### config.mk
export PLATFORM = sky130hd
export DESIGN_NAME = mcode_issue_ctl
export DESIGN_NICKNAME = d
export VERILOG_FILES = /design/src/rtl/mcode_pkg.sv /design/src/rtl/mcode_opclass.sv /design/src/rtl/mcode_issue_ctl.sv
export SDC_FILE = /design/constraint.sdc
export NUM_CORES = 1
export LEC_CHECK = 0
export ABC_AREA = 1
export BUFFER_PORTS_ARGS = -buffer_cell sky130_fd_sc_hd__buf_2
export CAP_MARGIN = 20
export CORE_ASPECT_RATIO = 0.8
export CORE_MARGIN = 2
export CORE_UTILIZATION = 35
export CTS_BUF_LIST = sky130_fd_sc_hd__clkbuf_8
export DETAILED_ROUTE_END_ITERATION = 8
export PLACE_DENSITY = 0.67
export SLEW_MARGIN = 10
export SYNTH_ARGS = -nofsm -noshare
export SYNTH_HDL_FRONTEND = slang
export SYNTH_HIERARCHICAL = 1
export SYNTH_SLANG_ARGS = --single-unit
### constraint.sdc
create_clock -name sys_clk -period 2.75 [get_ports sys_clk]
set_clock_uncertainty 0.15 [all_clocks]
set_input_delay 0.1375 -clock sys_clk [delete_from_list [all_inputs] [get_ports sys_clk]]
set_output_delay 0.1375 -clock sys_clk [all_outputs]
set_load 0.01 [all_outputs]
### src/rtl/mcode_pkg.sv
// Shared opcode constants, op-class and issue-state types for the microcode issue controller.
package mcode_pkg;

    localparam int unsigned OP_W  = 6;
    localparam int unsigned REG_W = 5;
    localparam int unsigned CTL_W = 27;
    localparam int unsigned CNT_W = 6;

    localparam logic [OP_W-1:0] OP_DIV         = 6'h15;
    localparam logic [OP_W-1:0] OP_LOAD_LO     = 6'h27;
    localparam logic [OP_W-1:0] OP_LOAD_HI     = 6'h2C;
    localparam logic [OP_W-1:0] OP_LOAD_X0     = 6'h3A;
    localparam logic [OP_W-1:0] OP_LOAD_X1     = 6'h3B;
    localparam logic [OP_W-1:0] OP_STORE_LO    = 6'h2D;
    localparam logic [OP_W-1:0] OP_STORE_HI    = 6'h32;
    localparam logic [OP_W-1:0] OP_STORE_X0    = 6'h3C;
    localparam logic [OP_W-1:0] OP_STORE_X1    = 6'h3D;
    // Opcodes the DSP map reuses for non-memory operations.
    localparam logic [OP_W-1:0] OP_DSP_NOLOAD  = 6'h2A;
    localparam logic [OP_W-1:0] OP_DSP_NOSTORE = 6'h30;

    typedef enum logic [1:0] {CLS_ALU, CLS_DIV, CLS_LOAD, CLS_STORE} op_cls_e;
    typedef enum logic [1:0] {RUN, DIVW, MEMW} state_e;

    function automatic logic is_mem(input op_cls_e cls);
        return (cls == CLS_LOAD) || (cls == CLS_STORE);
    endfunction

endpackage

### src/rtl/mcode_opclass.sv
// Combinational opcode to op-class decode; JERRY selects the DSP opcode map.
module mcode_opclass
    import mcode_pkg::*;
#(
    parameter bit JERRY = 1'b0
) (
    input  logic [OP_W-1:0] op,
    output op_cls_e         cls
);

    always_comb begin
        cls = CLS_ALU;
        if (op == OP_DIV) begin
            cls = CLS_DIV;
        end else if ((op >= OP_LOAD_LO && op <= OP_LOAD_HI) ||
                     op == OP_LOAD_X0 || op == OP_LOAD_X1) begin
            if (!(JERRY && op == OP_DSP_NOLOAD)) cls = CLS_LOAD;
        end else if ((op >= OP_STORE_LO && op <= OP_STORE_HI) ||
                     op == OP_STORE_X0 || op == OP_STORE_X1) begin
            if (!(JERRY && op == OP_DSP_NOSTORE)) cls = CLS_STORE;
        end
    end

endmodule

### src/rtl/mcode_issue_ctl.sv
// Decode-stage issue controller: drives the microcode ROM address, presents control word plus
// register fields to execute, and holds issue while a divide or load/store is outstanding.
module mcode_issue_ctl
    import mcode_pkg::*;
#(
    parameter bit          JERRY      = 1'b0,
    parameter int unsigned DIV_CYCLES = 16
) (
    input  logic              sys_clk,
    input  logic              reset,
    input  logic              in_valid,
    input  logic [15:0]       in_instr,
    output logic              in_ready,
    output logic [OP_W-1:0]   rom_a,
    input  logic [CTL_W-1:0]  rom_z,
    output logic              out_valid,
    input  logic              out_ready,
    output logic [CTL_W-1:0]  out_ctl,
    output logic [OP_W-1:0]   out_op,
    output logic [REG_W-1:0]  out_reg1,
    output logic [REG_W-1:0]  out_reg2,
    input  logic              mem_done,
    input  logic              flush,
    output logic              busy
);

    state_e             state_q, state_d;
    logic [CNT_W-1:0]   cnt_q, cnt_d;
    logic               lk_vld_q, lk_vld_d;
    logic               z_ok_q, z_ok_d;
    logic [OP_W-1:0]    lk_op_q, lk_op_d;
    logic [REG_W-1:0]   lk_reg1_q, lk_reg1_d;
    logic [REG_W-1:0]   lk_reg2_q, lk_reg2_d;
    logic               issue, accept;
    op_cls_e            lk_cls;

    mcode_opclass #(
        .JERRY (JERRY)
    ) u_opclass (
        .op  (lk_op_q),
        .cls (lk_cls)
    );

    always_ff @(posedge sys_clk) begin
        if (reset) begin
            state_q   <= RUN;
            cnt_q     <= '0;
            lk_vld_q  <= 1'b0;
            z_ok_q    <= 1'b0;
            lk_op_q   <= '0;
            lk_reg1_q <= '0;
            lk_reg2_q <= '0;
        end else begin
            state_q   <= state_d;
            cnt_q     <= cnt_d;
            lk_vld_q  <= lk_vld_d;
            z_ok_q    <= z_ok_d;
            lk_op_q   <= lk_op_d;
            lk_reg1_q <= lk_reg1_d;
            lk_reg2_q <= lk_reg2_d;
        end
    end

    always_comb begin
        state_d = state_q;
        cnt_d   = cnt_q;
        unique case (state_q)
            RUN: begin
                if (issue) begin
                    if (lk_cls == CLS_DIV) begin
                        state_d = DIVW;
                        cnt_d   = CNT_W'(DIV_CYCLES - 1);
                    end else if (is_mem(lk_cls)) begin
                        state_d = MEMW;
                    end
                end
            end
            DIVW: begin
                if (cnt_q == '0) state_d = RUN;
                else             cnt_d   = cnt_q - 1'b1;
            end
            MEMW: begin
                if (mem_done) state_d = RUN;
            end
            default: state_d = RUN;
        endcase
    end

    // Lookup slot. A reload in the issue cycle already addressed the ROM with the new opcode,
    // so its control word is valid next cycle; a load into an idle slot waits one cycle.
    always_comb begin
        lk_vld_d  = lk_vld_q;
        z_ok_d    = lk_vld_q;
        lk_op_d   = lk_op_q;
        lk_reg1_d = lk_reg1_q;
        lk_reg2_d = lk_reg2_q;
        if (accept) begin
            lk_vld_d  = 1'b1;
            z_ok_d    = issue;
            lk_op_d   = in_instr[15:10];
            lk_reg1_d = in_instr[9:5];
            lk_reg2_d = in_instr[4:0];
        end else if (issue) begin
            lk_vld_d = 1'b0;
            z_ok_d   = 1'b0;
        end
        if (flush) begin
            lk_vld_d = 1'b0;
            z_ok_d   = 1'b0;
        end
    end

    always_comb begin
        out_valid = lk_vld_q && z_ok_q && (state_q == RUN);
        issue     = out_valid && out_ready;
        in_ready  = !flush && (!lk_vld_q || issue);
        accept    = in_valid && in_ready;
        rom_a     = accept ? in_instr[15:10] : lk_op_q;
        busy      = (state_q != RUN);
        out_ctl   = rom_z;
        out_op    = lk_op_q;
        out_reg1  = lk_reg1_q;
        out_reg2  = lk_reg2_q;
    end

endmodule

; ---- Yosys cells after proc, flatten, opt, wreduce, memory -nomap -nowiden
; Index checks and enable logic that the tools add are counted.
[classes]
order_cmp = 4
muxes = 17
n_reduce_logical = 22
eq_ne = 16
add_sub_neg = 1
[ops]
columns = operator, n
row1 = 6-bit == test (second input constant), 4
row2 = 6-bit two-way mux, 4
row3 = 2-bit two-way mux, 8
row4 = 6-bit greater-or-equal comparator (second input constant), 2
row5 = 6-bit less-or-equal comparator (second input constant), 2
row6 = 6-bit one-hot mux with 2 select lines, 1
row7 = 2-bit inequality test (second input constant), 5
row8 = 4-bit AND reduction, 2
row9 = 1-bit logical AND, 7
row10 = 2-bit == test (second input constant), 3
row11 = 6-bit by 5-bit == test with 1-bit output (second input constant), 1
row12 = 6-bit logical NOT, 1
row13 = 1-bit logical OR, 6
row14 = 2-bit one-hot mux with 3 select lines, 1
row15 = 6-bit by 1-bit subtractor with 6-bit output (second input constant), 1
row16 = 2-bit by 1-bit == test with 1-bit output (second input constant), 2
row17 = 2-bit nonzero test, 2
row18 = 1-bit two-way mux, 3
row19 = 3-bit inequality test (second input constant), 1
row20 = 1-bit logical NOT, 2
row21 = 2-bit logical NOT, 1
row22 = 2-bit OR reduction, 1
[totals]
in_bits = 49
output_inout_bits = 52
reg_bits = 26

; ---- Depth between registers and ports, before layout
; Gate-level depths: netlist (run 1).
[logic_depth]
word_depth = 13
depth_mapped = 13
depth_no_buf = 13

; ---- Modules after synthesis
; The synthesis (run 1) kept the hierarchy.
[by_module_without_submodules]
columns = module, n_inst, area_each_um2, seq_area_each_um2, cells_per_inst
row1 = mcode_issue_ctl, 1, 1550.2, 520.5, 237
row2 = mcode_opclass, 1, 137.6, 0.0, 27

; ---- Least setup slack after synthesis (run 1)
; OpenSTA, ideal clock, no wires.
[synth_path]
path_kind = reg2reg
from = reg lk_op_q[2], in the netlist out_op[2]
to = reg cnt_q[4]
slack_ns = 1.039
arrival_ns = 1.446
setup_time_ns = 0.115
synth_period_minus_slack_ns = 1.711
path_stages_with_launch = 12
required_time_ns = 2.485
cell_sequence = dfxtp_1 > nor2_1 > nand2_1 > nand2_1 > nand2_2 > nand4_1 > inv_1 > nand2_1 > a21oi_1 > nand3_1 > a21oi_1 > nor2_1
[synth_via]
elab_chain_cells = 10
[synth_rtl]
columns = element, line
row1 = start: declaration, mcode_issue_ctl.sv:31  ; logic [OP_W-1:0] lk_op_q, lk_op_d;
row2 = start signal: assignment, mcode_issue_ctl.sv:58  ; lk_op_q <= lk_op_d;
row3 = 6-bit greater-or-equal comparator or 6-bit less-or-equal comparator (tied branches), mcode_opclass.sv:18  ; end else if ((op >= OP_STORE_LO && op <= OP_STORE_HI) ||
row4 = 1-bit logical AND, mcode_opclass.sv:18
row5 = 1-bit logical OR, mcode_opclass.sv:18
row6 = 1-bit logical OR, mcode_opclass.sv:19  ; op == OP_STORE_X0 || op == OP_STORE_X1) begin
row7 = 2-bit two-way mux, mcode_opclass.sv:18
row8 = 2-bit two-way mux, mcode_opclass.sv:15  ; end else if ((op >= OP_LOAD_LO && op <= OP_LOAD_HI) ||
row9 = 2-bit two-way mux (*), mcode_opclass.sv:13  ; if (op == OP_DIV) begin
row10 = net lk_cls[1], mcode_issue_ctl.sv:35  ; op_cls_e lk_cls;
row11 = 2-bit by 1-bit == test with 1-bit output (*), mcode_issue_ctl.sv:70  ; if (lk_cls == CLS_DIV) begin
row12 = 2-bit inequality test (no source line) (*), -
row13 = 4-bit AND reduction (no source line) (*), -
row14 = end signal: assignment, mcode_issue_ctl.sv:55  ; cnt_q <= cnt_d;
row15 = end: declaration, mcode_issue_ctl.sv:28  ; logic [CNT_W-1:0] cnt_q, cnt_d;
; Mark *: on every way through the listed nets, which the timed path passes. The rest lies on a longest branch.
; A chain may end at the register's enable or synchronous reset.

; ---- Worst setup path in the final report (run 1)
[layout_path]
from = reg lk_vld_q
to = out rom_a[5]
[layout_via]
elab_chain_cells = 7
[layout_rtl]
columns = element, line
row1 = start: declaration, mcode_issue_ctl.sv:29  ; logic lk_vld_q, lk_vld_d;
row2 = start signal: assignment, mcode_issue_ctl.sv:56  ; lk_vld_q <= lk_vld_d;
row3 = 1-bit logical AND (2 in a row), mcode_issue_ctl.sv:114  ; out_valid = lk_vld_q && z_ok_q && (state_q == RUN);
row4 = 1-bit logical AND, mcode_issue_ctl.sv:115  ; issue = out_valid && out_ready;
row5 = 1-bit logical OR (*), mcode_issue_ctl.sv:116  ; in_ready = !flush && (!lk_vld_q || issue);
row6 = 1-bit logical AND (*), mcode_issue_ctl.sv:116
row7 = 1-bit logical AND (*), mcode_issue_ctl.sv:117  ; accept = in_valid && in_ready;
row8 = 6-bit two-way mux (*), -
row9 = end: declaration, mcode_issue_ctl.sv:14  ; output logic [OP_W-1:0] rom_a,
; Mark *: on every way between the ends. The rest lies on a longest branch, timed or not.

==> impl_metrics.py, run 1 <==
metrics = {
    "yosys": {
        "synth_edf_count": 0,
        "synth_adder_area_share_pct": 1.48,
        "synth_top_family_by_area": "simple AND/OR/NAND/NOR gates",
        "yosysUniqueCellTypes": 22,
        "yosysSeqAreaShare_pct": 30.8,
        "ys_dominant_reg_cell": "dfxtp_1",
        "syn_area_sq_mm": 0.00169,
        "syn_area_per_cell_sq_um": 6.39,
        "synth_compound_area_share_pct": 4.08,
        "yosysWarningCount": 6,
        "synth-seq-cells": 26,
        "synthesis.nets": 315,
        "synth_cells": 264,
        "synth-simple-area-share_pct": 38.8,
        "muxShareOfSynthArea_pct": 0,
        "synth_xor_area_share_pct": 0,
        "synthArstFlopShare_pct": 0,
    },
    "floorplanning": {
        "num_io_pins": 101,
        "die_w_um": 81.6,
        "dieArea_sq_mm": 0.00540,
        "core_sq_mm": 0.00462,
        "initial_utilization_pct": 36.5,
        "die_h_um": 66.1,
        "num_rows": 22,
    },
    "global_routing": {
        "grt_usage_pct": 13.9,
        "overflow": 0,
        "antenna_found_initial": 0,
        "grt_pass1_wl_um": 5870,
        "grt_pass1_vias": 1350,
        "grt_max_degree": 28,
    },
    "critical_path": {
        "criticalPathCategory": "reg2out",
        "end_kind": "output pin",
        "slowest_stage": "dfxtp_1",
        "max_stage_delay_ns": 0.42,
        "cp-start-kind": "flip-flop",
        "critical_path_arrival_ns": 1.77,
        "crit_chain": "nand2_2 > nand3b_4 > nand2_4 > nand3_4 > nand2_1 > nand2_1 > inv_1 > buf_2",
        "cp_common_cell": "nand2_1",
        "cp_data_required_time_ns": 2.46,
        "crit_path_max_fanout": 27,
    },
    "cts": {
        "cts.sink_count": 26,
        "clkSlewWorstSetupHoldPaths_ns": 0.09,
        "insertion_delay_ns": 0.27,
        "h-tree-depth": 1,
        "cts-buffers-inserted": 3,
        "cts-root-buf": "clkbuf_8",
        "cts.path.max_buffers": 2,
        "cts_tree": "done",
    },
    "detailed_routing": {
        "dr_total_vias": 1540,
        "drc_errors": 0,
        "wl_um": 3520,
        "postRouteAntennaNets": 0,
        "wl_per_cell_um": 10.0,
        "drt_pass1_iterations": 5,
        "drtIter0Drc": 75,
        "vias_per_cell": 4.38,
    },
    "placement": {
        "dp_hpwl_um": 2560,
        "gp_congestion": 0.781,
        "portBuffers": 46,
        "preCtsSetupSlack_ns": 0.868,
    },
    "finish": {
        "layout.nets": 344,
        "diodes": 0,
        "utilization_pct": 41.5,
        "syn2layout_area_growth_pct": 13.6,
        "drive_gt1_share_pct": 21.2,
    },
    "min_path": {
        "hp-class": "in2reg",
    },
    "power_and_ir_drop": {
        "cellLeakagePower_nw": 1.11,
        "power_density_mw_per_mm2": 419,
        "ir_drop_mv": 0.237,
    },
    "sta": {
        "fin_hold_ws_ns": 0.0312,
        "slew_violations": 0,
        "hold_violations": 0,
        "setup_ws_ns": 0.695,
        "setup_viol_count_final": 0,
        "rsz0062_at_grt": "false",
        "setup_tns_ns": 0,
        "fmax_mhz": 487,
        "slew-limit-headroom_pct": 67.9,
        "worst_slew_pin_slew_ns": 0.480,
        "fin_crit_sh_pct": 74.7,
        "period_minus_slack_ns": 2.05,
    },
    "run_status": {
        "status": "completed",
    },
    "job": {
        "cap_violations": 0,
    },
}
[report_power, final]
group          internal [mW]  leakage (nW)  total [mW]  switching [mW]
sequential             0.394         0.213       0.409          0.0157
combinational         0.0626         0.864       0.146          0.0835
clock                  0.128        0.0288       0.249           0.120
total                  0.584          1.11       0.804           0.220
[cells in the mapped netlist, types with 2 or more instances]
library cell / n / area share (%)
inv_1: 47 / 10
a21oi_1: 11 / 3.3
nor2_1: 42 / 9.3
nand4_1: 12 / 4.4
buf_4: 27 / 12
clkbuf_1: 3 / 0.67
nor3_1: 2 / 0.59
nand2_2: 2 / 0.74
dfxtp_1: 26 / 31
nand3_1: 13 / 3.9
inv_2: 3 / 0.67
nand3b_4: 2 / 2.4
ha_1: 2 / 1.5
nor2_4: 2 / 1.3
nand2_1: 63 / 14
[path summary, 6_finish.rpt]
check	from	end	slack, ns	depth (start not counted)
worst min-delay path	reset	out_op[4]$_SDFF_PP0_	0.03	2
worst min register to register	cnt_q[1]$_SDFFE_PP0P_	cnt_q[1]$_SDFFE_PP0P_	0.36	2
worst max register to register	out_op[2]$_SDFF_PP0_	cnt_q[4]$_SDFFE_PP0P_	0.86	11
worst max-delay path	lk_vld_q$_SDFF_PP0_	rom_a[5]	0.70	8
[placed cells by master (no fill, tap or decap)]
cell type	instances
o21ai_2	1
nand2_1	63
nand2_2	2
clkbuf_8	4
inv_1	47
nand3_1	13
a21oi_1	11
buf_2	46
dfxtp_1	26
nand3b_1	1
dlygate4sd3_1	10
ha_1	2
nand3_4	1
nor2_1	42
nor3_1	2
nand2_4	1
inv_2	3
nand4_1	12
o21ai_1	1
nand3b_4	2
nor2_4	2
[metal layers]
layer  track usage (%)  share of wire, %
met2              22.3                45
met1              17.8                48
met4              3.96              0.31
met3              4.37               7.3
met5                 0                 0
[area by class of cell]
type | instances | area [sq um]
fillers | 491 | 2710
clock buffers | 4 | 55.1
multi-input cells | 156 | 749
flip-flops and latches | 26 | 520
well taps | 60 | 75.1
repair buffers | 56 | 330
inverters | 50 | 188
[kinds of logic (layout without fill, tap and decap cells)]
kind of cell,count (synthesis),count (layout)
buf+inv,82,110
flops,26,26
simple gates,141,141
fa+ha+maj,2,2
compound gates,13,13
[what timing repair did]
| action | 4_1_cts | 5_1_grt |
|---|---|---|
| gates resized for setup | 0 | 0 |
| endpoints found under the hold margin | 10 | 0 |
| hold buffers | 10 | 0 |
| setup buffers | 0 | 0 |
| setup endpoints to repair | 0 | 0 |
[through the flow]
stage,cell area (sq um),cells,power [mW]
final,1920,352,0.804
after global placement,1760,338,0.553
after detailed placement,1760,338,0.553
after CTS,1920,352,0.816
after global routing,1920,352,0.852
after floorplan,1690,264,0.542
[worst max-delay path, delay by kind of cell (launching register included)]
kind                   cells  cell delay (ns)
buffers and inverters      2             0.18
flip-flops                 1             0.42
AND/OR/NAND/NOR            6             0.90
[sequential cells by signal, indices dropped and copies added (netlist names)]
name      count
out_reg1      5
state_q       2
z_ok_q        1
out_op        6
lk_vld_q      1
cnt_q         6
out_reg2      5
Note: power is estimated with default switching activity, not from simulation.
==> run 2, diff against run 1 <==
--- a/config.mk
+++ b/config.mk
@@ -5,7 +5,7 @@
 export SDC_FILE = /design/constraint.sdc
 export NUM_CORES = 1
 export LEC_CHECK = 0
-export ABC_AREA = 1
+export ABC_AREA = 0
 export BUFFER_PORTS_ARGS = -buffer_cell sky130_fd_sc_hd__buf_2
 export CAP_MARGIN = 20
 export CORE_ASPECT_RATIO = 0.8
@@ -13,7 +13,7 @@
 export CORE_UTILIZATION = 35
 export CTS_BUF_LIST = sky130_fd_sc_hd__clkbuf_8
 export DETAILED_ROUTE_END_ITERATION = 8
-export PLACE_DENSITY = 0.67
+export PLACE_DENSITY = 0.7
 export SLEW_MARGIN = 10
 export SYNTH_ARGS = -nofsm -noshare
 export SYNTH_HDL_FRONTEND = slang
==> constraint.sdc (replaced) <==
create_clock -name sys_clk -period 2 [get_ports sys_clk]
set_clock_uncertainty 0.15 [all_clocks]
set_input_delay 0.1 -clock sys_clk [delete_from_list [all_inputs] [get_ports sys_clk]]
set_output_delay 0.1 -clock sys_clk [all_outputs]
set_load 0.01 [all_outputs]
==> impl_metrics.py, run 2 <==
metrics = {
    "critical_path": {
        "cp-start-kind": "flip-flop",
        "critPathBufInv": 2,
        "crit_path_max_fanout": 7,
        "rr_endpoint": "state_q[1]$_SDFFE_PP0P_",
        "cp_common_cell": "buf_6",
        "regToRegSetupSlack_ns": -0.02,
        "criticalPathCategory": "reg2reg",
        "cp_data_required_time_ns": 2.05,
        "regToRegStartpoint": "out_op[2]$_SDFF_PP0_",
        "path_depth": 7,
        "crit_end": "state_q[1]$_SDFFE_PP0P_",
        "crit_chain": "buf_6 > or4_4 > a41oi_4 > buf_6 > nand4_1 > mux2_4 > nor3_2",
        "reg2reg_depth": 7,
        "slowest_stage": "or4_4",
        "critical_path_arrival_ns": 2.07,
        "max_stage_delay_ns": 0.49,
        "critPathLaunch": "out_op[2]$_SDFF_PP0_",
        "end_kind": "flip-flop",
        "critPathTopFamily": "simple AND/OR/NAND/NOR gates",
    },
    "floorplanning": {
        "die_h_um": 61.4,
        "num_rows": 20,
        "initial_utilization_pct": 37.1,
        "core_sq_mm": 0.00388,
        "die_w_um": 75.7,
        "dieArea_sq_mm": 0.00465,
        "num_io_pins": 101,
    },
    "sta": {
        "fin_crit_sh_pct": 101,
        "setup_viol_count_final": 4,
        "slew-limit-headroom_pct": 70.0,
        "worst_slew_pin_slew_ns": 0.449,
        "period_minus_slack_ns": 2.02,
        "rsz0062_at_grt": "true",
        "fmax_mhz": 494,
        "hold_violations": 0,
        "slew_violations": 0,
        "setup_ws_ns": -0.0249,
    },
    "finish": {
        "mostFrequentLayoutCell": "buf_2",
        "final_cell_mix": "buf_2 (40), dfxtp_1 (19), nor2_1 (16)",
        "diodes": 0,
        "final_cells": 261,
        "layout.nets": 258,
        "drive_gt1_share_pct": 46.1,
        "syn2layout_area_growth_pct": 38.8,
        "utilization_pct": 51.5,
    },
    "yosys": {
        "synth_compound_area_share_pct": 9.56,
        "syn_area_per_cell_sq_um": 9.29,
        "synth_cells": 155,
        "muxShareOfSynthArea_pct": 12.4,
        "syn_area_sq_mm": 0.00144,
        "ys_dominant_reg_cell": "dfxtp_1",
        "ys_top_cells_by_count": "buf_4 (27), dfxtp_1 (26), nor2_1 (17)",
        "synthArstFlopShare_pct": 0,
        "yosys.area.top_type": "dfxtp_1",
        "synth_top_area_share_pct": 36.1,
        "synth-seq-cells": 26,
        "yosysMostFrequentCell": "buf_4",
        "synthTopCellsByArea": "dfxtp_1 (36%), buf_4 (14%), mux2i_1 (7.0%)",
        "synth_xor_area_share_pct": 0.608,
        "synthesis.nets": 206,
        "synth_edf_count": 0,
        "synth_top_family_by_area": "simple AND/OR/NAND/NOR gates",
        "synth_adder_area_share_pct": 1.74,
        "synth-simple-area-share_pct": 22.1,
        "yosysWarningCount": 6,
        "yosysUniqueCellTypes": 41,
        "yosysSeqAreaShare_pct": 36.1,
    },
    "detailed_routing": {
        "drc_errors": 0,
        "wl_per_cell_um": 13.0,
        "dr_total_vias": 1254,
        "drt_pass1_iterations": 4,
        "wl_um": 3400,
        "postRouteAntennaNets": 0,
        "drtIter0Drc": 24,
        "vias_per_cell": 4.80,
    },
    "power_and_ir_drop": {
        "clkPwrFrac_pct": 31.2,
        "p_int_mw": 0.823,
        "cellLeakagePower_nw": 0.902,
        "power_frac_seq_pct": 50.5,
        "power_density_mw_per_mm2": 543,
        "p_sw_mw": 0.263,
        "swShare_pct": 24.2,
        "total_power_mw": 1.09,
        "ir_drop_mv": 0.356,
        "p_comb_share_pct": 18.3,
    },
    "placement": {
        "gp_congestion": 0.795,
        "dp_hpwl_um": 2170,
        "preCtsSetupSlack_ns": -0.0835,
        "portBuffers": 46,
        "dp_cells": 239,
    },
    "run_status": {
        "status": "complete, but fails checks",
        "violations": "setup timing",
    },
    "global_routing": {
        "grt_usage_pct": 14.2,
        "overflow": 0,
        "grt_pass1_wl_um": 5020,
        "grt_pass1_vias": 1121,
        "grt_max_degree": 23,
        "antenna_found_initial": 0,
    },
    "cts": {
        "cts.sink_count": 26,
        "clkSlewWorstSetupHoldPaths_ns": 0.09,
        "cts_tree": "done",
        "cts-root-buf": "clkbuf_8",
        "insertion_delay_ns": 0.27,
        "cts-buffers-inserted": 3,
        "cts.path.max_buffers": 2,
        "h-tree-depth": 1,
    },
    "min_path": {
        "hp-class": "in2reg",
    },
    "job": {
        "cap_violations": 0,
    },
}
[run 2: cell types whose count changed after synthesis, sizes merged, moves of 7 or more]
cell,before,now
nand3,14,1
mux2i,0,10
nand4,12,2
inv,50,8
mux2,0,7
nand2,66,2
nor2,44,17
a21oi,11,4
[run 2: final cells by class]
class,instances,area [sq um]
inverter,8,30.0
multi-input combinational,91,754
sequential,26,537
tap,55,68.8
fill,346,1880
timing repair buffer,77,554
clock buffer,4,55.1
[run 2: power by group through the flow]
stage                     Combinational (mW)  Clock, mW  Sequential, mW
final                                  0.199      0.339           0.548
after global routing                   0.216      0.378           0.550
after CTS                              0.173      0.355           0.548
after detailed placement               0.143          0           0.560
after global placement                 0.141          0           0.560
after floorplan                        0.121          0           0.569
[run 2: how the worst min path moves through the flow]
stage | from | to | cells past startpoint
global route | in_instr[14] | out_op[4]$_SDFF_PP0_ | 3
detailed placement | rom_z[10] | out_ctl[10] | 0
global placement | rom_z[10] | out_ctl[10] | 0
floorplan | flush | z_ok_q$_SDFF_PP0_ | 1
CTS | in_instr[14] | out_op[4]$_SDFF_PP0_ | 3
finish | in_instr[14] | out_op[4]$_SDFF_PP0_ | 3
[run 2: logic make-up after synthesis]
family | Yosys count
xor+xnor | 1
mux | 17
simple gates | 54
compound gates | 17
fa+ha+maj | 2
buf+inv | 38
flops | 26
[run 2: what timing repair did]
| action | CTS | global route |
|---|---|---|
| buffers inserted | 3 | 1 |
| endpoints found under the setup margin | 12 | 13 |
| hold buffers | 14 | 0 |
| pin swaps | 6 | 2 |
| gates resized for setup | 17 | 18 |
| hold endpoints to repair | 13 | 0 |
[run 2: tightest hold or removal path: stages]
cell	delay (ns)
buf_2	0.07
mux2_4	0.14
and2_1	0.11
[run 2: routing by layer]
| metal | vias up | wire length, um | global-route usage [%] |
|---|---|---|---|
| met3 | 2 | 153 | 4.58 |
| met2 | 47 | 1660 | 24.3 |
| met4 | 0 | 21 | 4.26 |
| li1 | 623 | - | - |
| met1 | 582 | 1570 | 17.1 |
| met5 | - | 0 | 0 |
[run 2: metrics by stage]
stage | hold WS, ns | TNS [ns] | instance area (sq um)
2_1_floorplan | 0.0267 | 0 | 1460
3_3_place_gp | 0.0501 | -0.0886 | 1630
3_5_place_dp | 0.0501 | -0.255 | 1630
4_1_cts | 0.0158 | -0.0349 | 1920
5_1_grt | 0.0225 | -0.957 | 2000
6_report | 0.0348 | -0.0561 | 2000
==> run 3, diff against run 2 <==
--- a/config.mk
+++ b/config.mk
@@ -10,10 +10,11 @@
 export CAP_MARGIN = 20
 export CORE_ASPECT_RATIO = 0.8
 export CORE_MARGIN = 2
-export CORE_UTILIZATION = 35
+export CORE_UTILIZATION = 42
 export CTS_BUF_LIST = sky130_fd_sc_hd__clkbuf_8
 export DETAILED_ROUTE_END_ITERATION = 8
-export PLACE_DENSITY = 0.7
+export PLACE_DENSITY = 0.82
+export SKIP_LAST_GASP = 1
 export SLEW_MARGIN = 10
 export SYNTH_ARGS = -nofsm -noshare
 export SYNTH_HDL_FRONTEND = slang
==> impl_metrics.py, run 3 (same netlist as run 2, synthesis figures left out) <==
metrics = {
    "floorplanning": {
        "initial_utilization_pct": 45.4,
        "die_h_um": 56.4,
        "core_sq_mm": 0.00318,
        "num_io_pins": 101,
        "dieArea_sq_mm": 0.00392,
        "die_w_um": 69.5,
        "num_rows": 18,
    },
    "detailed_routing": {
        "wl_um": 3710,
        "postRouteAntennaNets": 0,
        "wl_per_cell_um": 14.9,
        "drc_errors": 0,
        "dr_total_vias": 1289,
        "drt_pass1_iterations": 4,
        "drtIter0Drc": 35,
        "vias_per_cell": 5.20,
    },
    "placement": {
        "dp_hpwl_um": 2350,
        "gp_congestion": 0.790,
        "portBuffers": 46,
    },
    "critical_path": {
        "criticalPathCategory": "reg2reg",
        "cp_data_required_time_ns": 2.03,
        "regToRegSetupSlack_ns": -0.13,
        "end_kind": "flip-flop",
        "critical_path_arrival_ns": 2.16,
        "cp-start-kind": "flip-flop",
        "crit_path_max_fanout": 6,
    },
    "run_status": {
        "violations": "setup timing",
        "status": "complete, but fails checks",
    },
    "global_routing": {
        "grt_pass1_wl_um": 5840,
        "grt_usage_pct": 18.4,
        "grt_pass1_vias": 1269,
        "overflow": 0,
        "grt_max_degree": 23,
        "antenna_found_initial": 0,
    },
    "finish": {
        "final_cell_mix": "buf_2 (40), dfxtp_1 (19), buf_4 (17)",
        "layout.nets": 260,
        "ff_latch_area_sq_um": 534,
        "n_fill_cell": 255,
        "drive_gt1_share_pct": 48.1,
        "multi_input_area_sq_um": 762,
        "mostFrequentLayoutCell": "buf_2",
        "syn2layout_area_growth_pct": 39.3,
        "diodes": 0,
    },
    "sta": {
        "worst_slew_pin_slew_ns": 0.433,
        "slew_violations": 0,
        "fin_crit_sh_pct": 106,
        "slew-limit-headroom_pct": 71.2,
        "fmax_mhz": 470,
        "fin_hold_ws_ns": 0.0252,
        "hold_violations": 0,
        "setup_viol_count_final": 7,
        "setup_ws_ns": -0.129,
        "period_minus_slack_ns": 2.13,
        "rsz0062_at_grt": "true",
    },
    "job": {
        "cap_violations": 0,
    },
    "cts": {
        "clkSlewWorstSetupHoldPaths_ns": 0.10,
        "cts-buffers-inserted": 3,
        "cts.sink_count": 26,
        "cts.path.max_buffers": 2,
        "insertion_delay_ns": 0.27,
        "h-tree-depth": 1,
        "cts-root-buf": "clkbuf_8",
        "cts_tree": "done",
    },
    "power_and_ir_drop": {
        "cellLeakagePower_nw": 0.917,
        "power_density_mw_per_mm2": 593,
        "total_power_mw": 1.19,
        "ir_drop_mv": 0.661,
    },
    "min_path": {
        "hp-class": "in2reg",
    },
}
run 3: cell count changes in the layout (fill, tap and decap cells not counted), sizes merged:
cell	before	now
buf	63	65
bufinv	0	1
clkbuf	4	3
run 3: final timing paths:
| path | startpoint | to | cells after the start |
|---|---|---|---|
| min | in_instr[15] | out_op[5]$_SDFF_PP0_ | 3 |
| min reg2reg | out_reg1[1]$_SDFFE_PP0P_ | out_reg1[1]$_SDFFE_PP0P_ | 2 |
| max | out_op[0]$_SDFF_PP0_ | cnt_q[3]$_SDFFE_PP0P_ | 7 |
| max reg2reg | out_op[0]$_SDFF_PP0_ | cnt_q[3]$_SDFFE_PP0P_ | 7 |
run 3: layout make-up:
| type | instances | share of cell area (%) |
|---|---|---|
| repair buffers | 79 | 27.8 |
| clock buffers | 3 | 2.06 |
| clock inverters | 1 | 1.50 |
| multi-input cells | 91 | 38.0 |
| flip-flops and latches | 26 | 26.6 |
| well taps | 40 | 2.50 |
| inverters | 8 | 1.50 |
run 3: critical path: stages (launching register included):
cell and delay [ns]:
dfxtp_4 0.37, or4b_4 0.52, a21oi_2 0.15, a311o_1 0.14
nand2_2 0.07, nor3_4 0.29, nor3_2 0.08, nor4_2 0.27
run 3: timing repair:
item | CTS | global route
gates resized for setup | 10 | 24
hold endpoints to repair | 13 | 0
buffers inserted | 3 | 5
pin swaps | 4 | 13
hold buffers | 14 | 0
setup endpoints to repair | 13 | 14
run 3: power breakdown:
group	internal (mW)	switching (mW)
registers	0.534	0.0142
clock network	0.268	0.167
logic	0.118	0.0881
run 3: stage by stage:
step / cell area, sq um / utilization (%) / worst slack [ns] / TNS, ns / std cells
3_3_place_gp: 1600 / 50.3 / -0.0289 / -0.0537 / 222
6_report: 2010 / 63.2 / -0.129 / -0.467 / 248
3_5_place_dp: 1600 / 50.3 / -0.0554 / -0.141 / 222
4_1_cts: 1870 / 58.9 / -0.0224 / -0.0258 / 243
5_1_grt: 2010 / 63.2 / -0.226 / -1.32 / 248
2_1_floorplan: 1460 / - / 0.0106 / 0 / 155
run 3: layer usage:
layer | GRT usage (%) | share of wire (%) | up-vias
li1 | - | - | 623
met1 | 21.2 | 40 | 594
met2 | 31.2 | 50 | 54
met3 | 6.82 | 7.2 | 18
met4 | 7.28 | 3.0 | 0
met5 | 0 | 0 | -
